$ cat config.mk
export PLATFORM = sky130hd
export DESIGN_NAME = pipelined_reduction_tree_flat
export DESIGN_NICKNAME = d
export VERILOG_FILES = /design/src/rtl/pipelined_reduction_tree_if.sv /design/src/rtl/pipelined_reduction_tree.sv /design/src/flat_wrapper.sv
export SDC_FILE = /design/constraint.sdc
export NUM_CORES = 1
export LEC_CHECK = 0
export BUFFER_PORTS_ARGS = -buffer_cell sky130_fd_sc_hd__buf_2
export CAP_MARGIN = 40
export CORE_UTILIZATION = 34
export DETAILED_ROUTE_END_ITERATION = 10
export SLEW_MARGIN = 25
export SYNTH_ARGS = -nofsm -noshare
export SYNTH_HDL_FRONTEND = slang
export SYNTH_SLANG_ARGS = --single-unit
$ cat constraint.sdc
create_clock -name clk -period 5.3 [get_ports clk]
set_clock_uncertainty 0.15 [all_clocks]
set_input_delay 0.265 -clock clk [delete_from_list [all_inputs] [get_ports clk]]
set_output_delay 0.265 -clock clk [all_outputs]
set_load 0.01 [all_outputs]
$ cat src/rtl/pipelined_reduction_tree_if.sv
// Handshake bundle for pipelined_reduction_tree: the input word set and op, and the reduced result.
// The slave modport is the reducer's view; the master modport is the producer/consumer view.
interface pipelined_reduction_tree_if #(
    parameter int unsigned WIDTH    = 32,
    parameter int unsigned QUANTITY = 9
);
    logic                      in_valid;
    logic                      in_ready;
    logic [WIDTH*QUANTITY-1:0] din;
    logic [1:0]                op;
    logic                      out_valid;
    logic                      out_ready;
    logic [WIDTH-1:0]          dout;
    logic [1:0]                out_op;

    modport master (
        output in_valid, din, op, out_ready,
        input  in_ready, out_valid, dout, out_op
    );

    modport slave (
        input  in_valid, din, op, out_ready,
        output in_ready, out_valid, dout, out_op
    );
endinterface

$ cat src/rtl/pipelined_reduction_tree.sv
// Pipelined radix-3 OR/AND/XOR reducer with per-stage bubble collapsing.
// Optional perf counters (txn_count, stall_cycles) under PIPELINED_REDUCTION_TREE_PERF_CNT_EN.
module pipelined_reduction_tree #(
    parameter int unsigned WIDTH    = 32,
    parameter int unsigned QUANTITY = 9
) (
    input  logic clk,
    input  logic rst,
    pipelined_reduction_tree_if.slave bus
`ifdef PIPELINED_REDUCTION_TREE_PERF_CNT_EN
    ,
    output logic [31:0] txn_count,
    output logic [31:0] stall_cycles
`endif
);

    function automatic int unsigned level_count(input int unsigned q);
        int unsigned n;
        int unsigned l;
        n = q;
        l = 0;
        while (n > 1) begin
            n = (n + 2) / 3;
            l = l + 1;
        end
        return (l == 0) ? 1 : l;
    endfunction

    // Number of words present at the input of tree level lvl.
    function automatic int unsigned words_at(input int unsigned q, input int unsigned lvl);
        int unsigned n;
        n = q;
        for (int unsigned i = 0; i < lvl; i++) begin
            n = (n + 2) / 3;
        end
        return n;
    endfunction

    function automatic logic [WIDTH-1:0] combine(input logic [1:0] o,
                                                 input logic [WIDTH-1:0] a,
                                                 input logic [WIDTH-1:0] b);
        case (o)
            2'b01:   return a & b;
            2'b10:   return a ^ b;
            default: return a | b;
        endcase
    endfunction

    localparam int unsigned LEVELS = level_count(QUANTITY);

    logic [LEVELS:0]   mv_c;
    logic [LEVELS-1:0] up_v_c;
    logic [LEVELS-1:0] v_q;
    logic [LEVELS-1:0] v_d;
    logic [1:0]        op_src_c [LEVELS];
    logic [1:0]        op_q     [LEVELS];
    logic [1:0]        op_d     [LEVELS];

    // Move chain runs back from the output; an empty stage can always move.
    always_comb begin
        mv_c[LEVELS] = bus.out_ready;
        for (int i = int'(LEVELS) - 1; i >= 0; i--) begin
            mv_c[i] = ~v_q[i] | mv_c[i+1];
        end
        up_v_c[0]   = bus.in_valid;
        op_src_c[0] = bus.op;
        for (int unsigned i = 1; i < LEVELS; i++) begin
            up_v_c[i]   = v_q[i-1];
            op_src_c[i] = op_q[i-1];
        end
        for (int unsigned i = 0; i < LEVELS; i++) begin
            v_d[i]  = mv_c[i] ? up_v_c[i] : v_q[i];
            op_d[i] = (up_v_c[i] & mv_c[i]) ? op_src_c[i] : op_q[i];
        end
    end

    always_ff @(posedge clk or posedge rst) begin
        if (rst) begin
            v_q  <= '0;
            op_q <= '{default: 2'b00};
        end else begin
            v_q  <= v_d;
            op_q <= op_d;
        end
    end

    for (genvar s = 0; s < LEVELS; s++) begin : g_stage
        localparam int unsigned N_IN  = words_at(QUANTITY, s);
        localparam int unsigned N_OUT = words_at(QUANTITY, s + 1);

        logic [N_IN*WIDTH-1:0]    src_c;
        logic [3*N_OUT*WIDTH-1:0] pad_c;
        logic [N_OUT*WIDTH-1:0]   red_c;
        logic [N_OUT*WIDTH-1:0]   data_d;
        logic [N_OUT*WIDTH-1:0]   data_q;

        if (s == 0) begin : g_src_in
            assign src_c = bus.din;
        end else begin : g_src_stage
            assign src_c = g_stage[s-1].data_q;
        end

        // Incomplete last group is filled with the op's identity element.
        always_comb begin
            pad_c                  = (op_src_c[s] == 2'b01) ? '1 : '0;
            pad_c[N_IN*WIDTH-1:0]  = src_c;
            red_c                  = '0;
            for (int unsigned g = 0; g < N_OUT; g++) begin
                red_c[g*WIDTH +: WIDTH] =
                    combine(op_src_c[s],
                            combine(op_src_c[s], pad_c[(3*g)*WIDTH +: WIDTH],
                                    pad_c[(3*g+1)*WIDTH +: WIDTH]),
                            pad_c[(3*g+2)*WIDTH +: WIDTH]);
            end
            data_d = (up_v_c[s] & mv_c[s]) ? red_c : data_q;
        end

        always_ff @(posedge clk or posedge rst) begin
            if (rst) begin
                data_q <= '0;
            end else begin
                data_q <= data_d;
            end
        end
    end

    assign bus.in_ready  = mv_c[0];
    assign bus.out_valid = v_q[LEVELS-1];
    assign bus.out_op    = op_q[LEVELS-1];
    assign bus.dout      = g_stage[LEVELS-1].data_q;

`ifdef PIPELINED_REDUCTION_TREE_PERF_CNT_EN
    logic [31:0] txn_q;
    logic [31:0] txn_d;
    logic [31:0] stall_q;
    logic [31:0] stall_d;

    always_comb begin
        txn_d   = txn_q + ((bus.in_valid & mv_c[0]) ? 32'd1 : 32'd0);
        stall_d = stall_q + ((v_q[LEVELS-1] & ~bus.out_ready) ? 32'd1 : 32'd0);
    end

    always_ff @(posedge clk or posedge rst) begin
        if (rst) begin
            txn_q   <= '0;
            stall_q <= '0;
        end else begin
            txn_q   <= txn_d;
            stall_q <= stall_d;
        end
    end

    assign txn_count    = txn_q;
    assign stall_cycles = stall_q;
`endif

endmodule

$ cat src/flat_wrapper.sv
// flat-port wrapper written by rule: the top's interface ports become plain ports
module pipelined_reduction_tree_flat 
#(
    parameter int unsigned WIDTH    = 32,
    parameter int unsigned QUANTITY = 9
)
  (clk, rst, bus_in_valid, bus_din, bus_op, bus_out_ready, bus_in_ready, bus_out_valid, bus_dout, bus_out_op);
  pipelined_reduction_tree_if #(.WIDTH(WIDTH), .QUANTITY(QUANTITY)) bus_i ();
  input  logic clk;
  input  logic rst;
  input wire logic [$bits(bus_i.in_valid)-1:0] bus_in_valid;
  input wire logic [$bits(bus_i.din)-1:0] bus_din;
  input wire logic [$bits(bus_i.op)-1:0] bus_op;
  input wire logic [$bits(bus_i.out_ready)-1:0] bus_out_ready;
  output wire logic [$bits(bus_i.in_ready)-1:0] bus_in_ready;
  output wire logic [$bits(bus_i.out_valid)-1:0] bus_out_valid;
  output wire logic [$bits(bus_i.dout)-1:0] bus_dout;
  output wire logic [$bits(bus_i.out_op)-1:0] bus_out_op;
  assign bus_i.in_valid = bus_in_valid;
  assign bus_i.din = bus_din;
  assign bus_i.op = bus_op;
  assign bus_i.out_ready = bus_out_ready;
  assign bus_in_ready = bus_i.in_ready;
  assign bus_out_valid = bus_i.out_valid;
  assign bus_dout = bus_i.dout;
  assign bus_out_op = bus_i.out_op;
  pipelined_reduction_tree #(.WIDTH(WIDTH), .QUANTITY(QUANTITY)) u_core (.clk(clk), .rst(rst), .bus(bus_i));
endmodule
==> impl_metrics.json, run 1 <==
{
  "max_freq_mhz": 287,
  "clk_pin_slew_ns": 0.06,
  "fill_cells": 4921,
  "worstPathArrival_ns": 3.65,
  "areaGrowthSynthToFinish_pct": 16.2,
  "finalSetupViolCount": 0,
  "port_buffers": 329,
  "hold_depth": 3,
  "cts-htree-levels": 4,
  "hp-start": "bus_out_ready",
  "insertion_delay_ns": 0.43,
  "grt_max_degree": 97,
  "timing.rr.end": "u_core.bus.dout[11]",
  "slowest_stage": "ha_4",
  "end_kind": "flip-flop",
  "ys_seq_area_frac": 0.191,
  "fin_hold_ws_ns": 0.0188,
  "critPathTopFamily": "adder cells",
  "overflow": 0,
  "num-nets-final": 3002,
  "syn-cell-area_sq_um": 17600,
  "ant_nets": 0,
  "ioPinCount": 330,
  "grt_antenna_before_repair": 4,
  "clock-sinks": 134,
  "start_kind": "flip-flop",
  "crit_fanout": 77,
  "fp.dieArea_sq_um": 52600,
  "synth_top_area_cell": "ha_1",
  "peakVddDrop_uv": 184,
  "hold_viol": 0,
  "drc": 0,
  "worstHoldPathType": "in2reg",
  "vias": 14338,
  "required_ns": 5.46,
  "worstMarginPinSlew_ns": 0.800,
  "crit_cells": 10,
  "first_pass_iters": 6,
  "hpwl_um": 36200,
  "cts_buffers": 17,
  "synth_area_per_cell_sq_um": 9.04,
  "r2r_setup_slack_ns": 1.82,
  "rsz0062_at_grt": "no",
  "wl_per_cell_um": 16.0,
  "p_leak_nw": 11.6,
  "first_global_vias": 13933,
  "timing.max_cap.violations": 0,
  "yosys.area.top_type_share": 0.367,
  "ys_warn_count": 0,
  "timing.rr.start": "u_core.op_q[2]",
  "path_cells": "inv_1, ha_4, buf_4, a221oi_1, a21oi_1, inv_1, ha_1, a221oi_1, a21oi_1, mux2_2",
  "critPathMaxStageDelay_ns": 0.78,
  "routed_wl_um": 46100,
  "grt_pass1_wl_um": 74200,
  "drv_slew": 0,
  "synth_area_leaders": "ha_1 (37%), dfrtp_1 (19%), a221oi_1 (12%), inv_1 (11%), mux2_2 (8.0%)",
  "ys_types": 18,
  "tns_ns": 0,
  "die_width_um": 229,
  "cts-root-buf": "clkbuf_16",
  "setup.worst_path.class": "reg2reg",
  "placementRows": 82,
  "gp_congestion": 0.816,
  "outcome": "finished, final reports clean",
  "hold_end": "u_core.v_q[0]",
  "drt-initial-drc-count": 615,
  "post_cts_resized": 0,
  "worstRegToRegCells": 10,
  "min_period_ns": 3.48,
  "cts_tree": "done",
  "netlist_instances": 1945,
  "yosys_register_bits": 134,
  "path_buf_inv": 3,
  "start_util": 0.348,
  "viasPerCell": 4.98,
  "maxSlewHeadroom": 0.466,
  "core_sq_um": 50600,
  "die_y_um": 229,
  "drive_above_1_share": 0.240,
  "max-clock-path-buffers": 2,
  "power_density_nw_per_um2": 274,
  "syn_nets": 2755,
  "grt_use_total": 0.176,
  "timing.final.crit_share": 0.657
}
[layer usage]
layer | GRT usage | vias to the layer above | part of all wire
met5 | 0 | - | 0
met4 | 0.0321 | 0 | 0.011
met3 | 0.0242 | 28 | 0.033
met2 | 0.300 | 228 | 0.48
met1 | 0.235 | 6914 | 0.47
li1 | - | 7168 | -
[state kept, by name, summed over array words and instances, names as in the netlist]
name                   flops
u_core.op_q                2
u_core.v_q                 2
u_core.bus.out_op          2
u_core.bus.dout           32
u_core.g_stage.data_q     96
[worst register-to-register path, cell delays in order, from the launching register on]
cell      delay, ns
dfrtp_1        0.41
inv_1          0.11
ha_4           0.78
buf_4          0.63
a221oi_1       0.11
a21oi_1        0.21
inv_1          0.07
ha_1           0.28
a221oi_1       0.29
a21oi_1        0.07
mux2_2         0.27
[where the power goes]
group          total, mW  switching (mW)  internal, mW
Combinational       2.56            1.42          1.14
Clock               1.36           0.492         0.873
Sequential          1.68           0.341          1.34
[layout make-up]
cell class,instances,area (sq um),share of cell area
multi-input combinational,1166,11600,0.569
sequential,134,3350,0.164
timing repair buffer,356,1990,0.0976
inverter,517,1950,0.0952
tap,672,841,0.0411
clock buffer,20,467,0.0228
clock inverter,12,198,0.00967
antenna,2,5.00,0.000245
[worst max-delay path by stage]
stage,slack (ns),from,endpoint
floorplan,1.30,rst,u_core.bus.dout[0]
global placement,1.84,bus_op[0],u_core.g_stage[0].data_q[42]
detailed placement,1.83,u_core.op_q[2],u_core.bus.dout[5]
CTS,1.83,u_core.op_q[2],u_core.bus.dout[5]
global route,1.52,u_core.op_q[2],u_core.bus.dout[11]
finish,1.82,u_core.op_q[2],u_core.bus.dout[11]
[layout by cell type (no fill, tap or decap)]
cell type,n
dlygate4sd3_1,2
mux2i_1,2
buf_4,15
clkbuf_8,3
clkbuf_16,17
inv_1,516
dfrtp_1,134
mux2_1,5
nand2b_1,3
buf_2,329
a221oi_2,10
nand2_2,1
mux2_2,125
bufinv_16,5
buf_16,2
nand2_4,1
inv_6,2
a21oi_1,256
nand3b_4,1
clkinv_4,1
ha_1,512
ha_4,4
clkinvlp_4,2
diode_2,2
a221oi_1,246
buf_12,8
clkinv_2,3
[cell usage after synthesis]
master	n
buf_4	4
mux2_2	125
inv_1	517
buf_2	77
ha_1	516
a221oi_1	246
mux2i_1	2
a221oi_2	10
buf_6	16
nand3b_4	1
dfrtp_1	134
mux2_1	5
clkbuf_1	28
nand2b_1	3
a21oi_1	256
nand2_2	1
nand2_1	1
buf_1	3
[stage by stage]
step | util | instances | setup WS, ns | power (mW) | area, sq um
after CTS | 0.403 | 2875 | 1.83 | 5.69 | 20400
after detailed placement | 0.389 | 2841 | 1.83 | 4.29 | 19700
after global routing | 0.404 | 2878 | 1.52 | 6.12 | 20400
final | 0.404 | 2879 | 1.82 | 5.60 | 20400
after global placement | 0.388 | 2838 | 1.84 | 4.17 | 19600
after floorplan | - | 1945 | 1.30 | 3.32 | 17600
[repair_timing]
action / CTS / global route
hold buffers: 2 / 0
setup buffers: 0 / 0
hold endpoints to repair: 72 / 0
[cells by family after synthesis]
kind of cell,Yosys count,share of synthesized area
mux,132,0.0844
buf+inv,645,0.151
simple gates,6,0.00278
flops,134,0.191
fa+ha+maj,516,0.367
compound gates,512,0.204
Note: power is estimated with default switching activity, not from simulation.
==> run 2: changes to the inputs <==
==> constraint.sdc (replaced) <==
create_clock -name clk -period 3.5 [get_ports clk]
set_clock_uncertainty 0.15 [all_clocks]
set_input_delay 0.175 -clock clk [delete_from_list [all_inputs] [get_ports clk]]
set_output_delay 0.175 -clock clk [all_outputs]
set_load 0.01 [all_outputs]
==> impl_metrics.json, run 2 (synthesized netlist as in run 1, its figures left out) <==
{
  "placementRows": 82,
  "grt_pass1_wl_um": 75600,
  "maxSlewHeadroom": 0.480,
  "start_kind": "flip-flop",
  "port_buffers": 329,
  "max_freq_mhz": 312,
  "timing.max_cap.violations": 0,
  "drv_slew": 0,
  "ioPinCount": 330,
  "min_period_ns": 3.20,
  "ant_nets": 0,
  "max-clock-path-buffers": 2,
  "required_ns": 3.67,
  "cts_buffers": 17,
  "cts_setup_buffers": 0,
  "drt-initial-drc-count": 647,
  "grt_max_degree": 135,
  "worstMarginPinSlew_ns": 0.781,
  "tns_ns": 0,
  "cts_tree": "done",
  "finalPower_mw": 8.27,
  "clk_pin_slew_ns": 0.07,
  "end_kind": "flip-flop",
  "fp.dieArea_sq_um": 52600,
  "rsz0062_at_grt": "no",
  "viasPerCell": 4.99,
  "dp.cells": 2856,
  "start_util": 0.348,
  "layout.cells.non_filler": 2895,
  "first_global_vias": 14278,
  "post_cts_resized": 0,
  "setup.worst_path.class": "reg2reg",
  "outcome": "finished, final reports clean",
  "areaGrowthSynthToFinish_pct": 16.5,
  "core_sq_um": 50600,
  "worstHoldPathType": "in2reg",
  "die_width_um": 229,
  "ctsHoldBuffers": 6,
  "vias": 14439,
  "gp_congestion": 0.810,
  "power_density_nw_per_um2": 404,
  "drc": 0,
  "crit_fanout": 90,
  "num-nets-final": 3019,
  "peakVddDrop_uv": 261,
  "finalSetupViolCount": 0,
  "overflow": 0,
  "insertion_delay_ns": 0.43,
  "p_leak_nw": 11.6,
  "first_pass_iters": 5,
  "cts-htree-levels": 4,
  "worstPathArrival_ns": 3.37,
  "fill_cells": 5015,
  "layout_common_cells": "inv_1 (516), ha_1 (512), buf_2 (329)",
  "timing.final.crit_share": 0.915,
  "r2r_setup_slack_ns": 0.30,
  "hpwl_um": 37600,
  "die_y_um": 229,
  "multi_input_area_sq_um": 11600,
  "fin_hold_ws_ns": 0.182,
  "top_register": "u_core.g_stage.data_q",
  "cts-root-buf": "clkbuf_16",
  "hold_viol": 0,
  "grt_use_total": 0.179,
  "wl_per_cell_um": 16.3,
  "routed_wl_um": 47100,
  "final_common_cell": "inv_1",
  "regArea_sq_um": 3350,
  "clock-sinks": 134,
  "drive_above_1_share": 0.243,
  "grt_antenna_before_repair": 7,
  "largest_reg_flops": 96
}
## run 2: cell count changes in the layout (fill, tap and decap cells not counted), sizes merged
cell / previous run / this run
buf: 354 / 367
bufinv: 5 / 2
clkbuf: 20 / 19
clkinv: 4 / 5
clkinvlp: 2 / 4
diode: 2 / 1
dlygate4sd3: 2 / 6
inv: 518 / 519
## run 2: layout make-up
cell class / instances / share of cell area
Multi-Input combinational cell: 1166 / 0.567
Clock inverter: 13 / 0.00727
Inverter: 517 / 0.0949
Sequential cell: 134 / 0.164
Clock buffer: 19 / 0.0211
Antenna cell: 1 / 0.000122
Tap cell: 672 / 0.0411
Timing Repair Buffer: 373 / 0.104
## run 2: layer usage
metal / GRT usage / share of wire
met5: 0 / 0.00057
met4: 0.0394 / 0.017
met3: 0.0254 / 0.036
met2: 0.311 / 0.48
met1: 0.233 / 0.46
## run 2: power by group
part,switching (mW),total [mW],internal [mW]
Clock,0.760,1.82,1.06
Sequential,0.523,2.56,2.03
Combinational,2.15,3.90,1.74
Total,3.44,8.27,4.84
## run 2: final timing paths
path,startpoint,end,depth (start not counted)
max,u_core.op_q[2],u_core.bus.dout[19],10
min,bus_din[69],u_core.g_stage[0].data_q[5],5
max reg2reg,u_core.op_q[2],u_core.bus.dout[19],10
min reg2reg,u_core.bus.dout[31],u_core.bus.dout[31],1
max in group asynchronous,rst,u_core.g_stage[0].data_q[16],4
min in group asynchronous,rst,u_core.bus.dout[1],4
## run 2: through the flow
| step | area (sq um) | utilization | worst slack [ns] |
|---|---|---|---|
| floorplan | 17600 | - | 1.02 |
| global placement | 19800 | 0.392 | 0.395 |
| detailed placement | 19800 | 0.392 | 0.321 |
| CTS | 20500 | 0.405 | 0.314 |
| global route | 20500 | 0.405 | 0.152 |
| finish | 20500 | 0.405 | 0.296 |
## run 2: critical path: stages (launching register included)
cell and delay [ns]:
dfrtp_1 0.38, inv_1 0.10, ha_4 0.55, buf_12 0.40, a221oi_1 0.09, a21oi_1 0.38
inv_1 0.09, ha_1 0.29, a221oi_1 0.28, a21oi_1 0.10, mux2_2 0.27
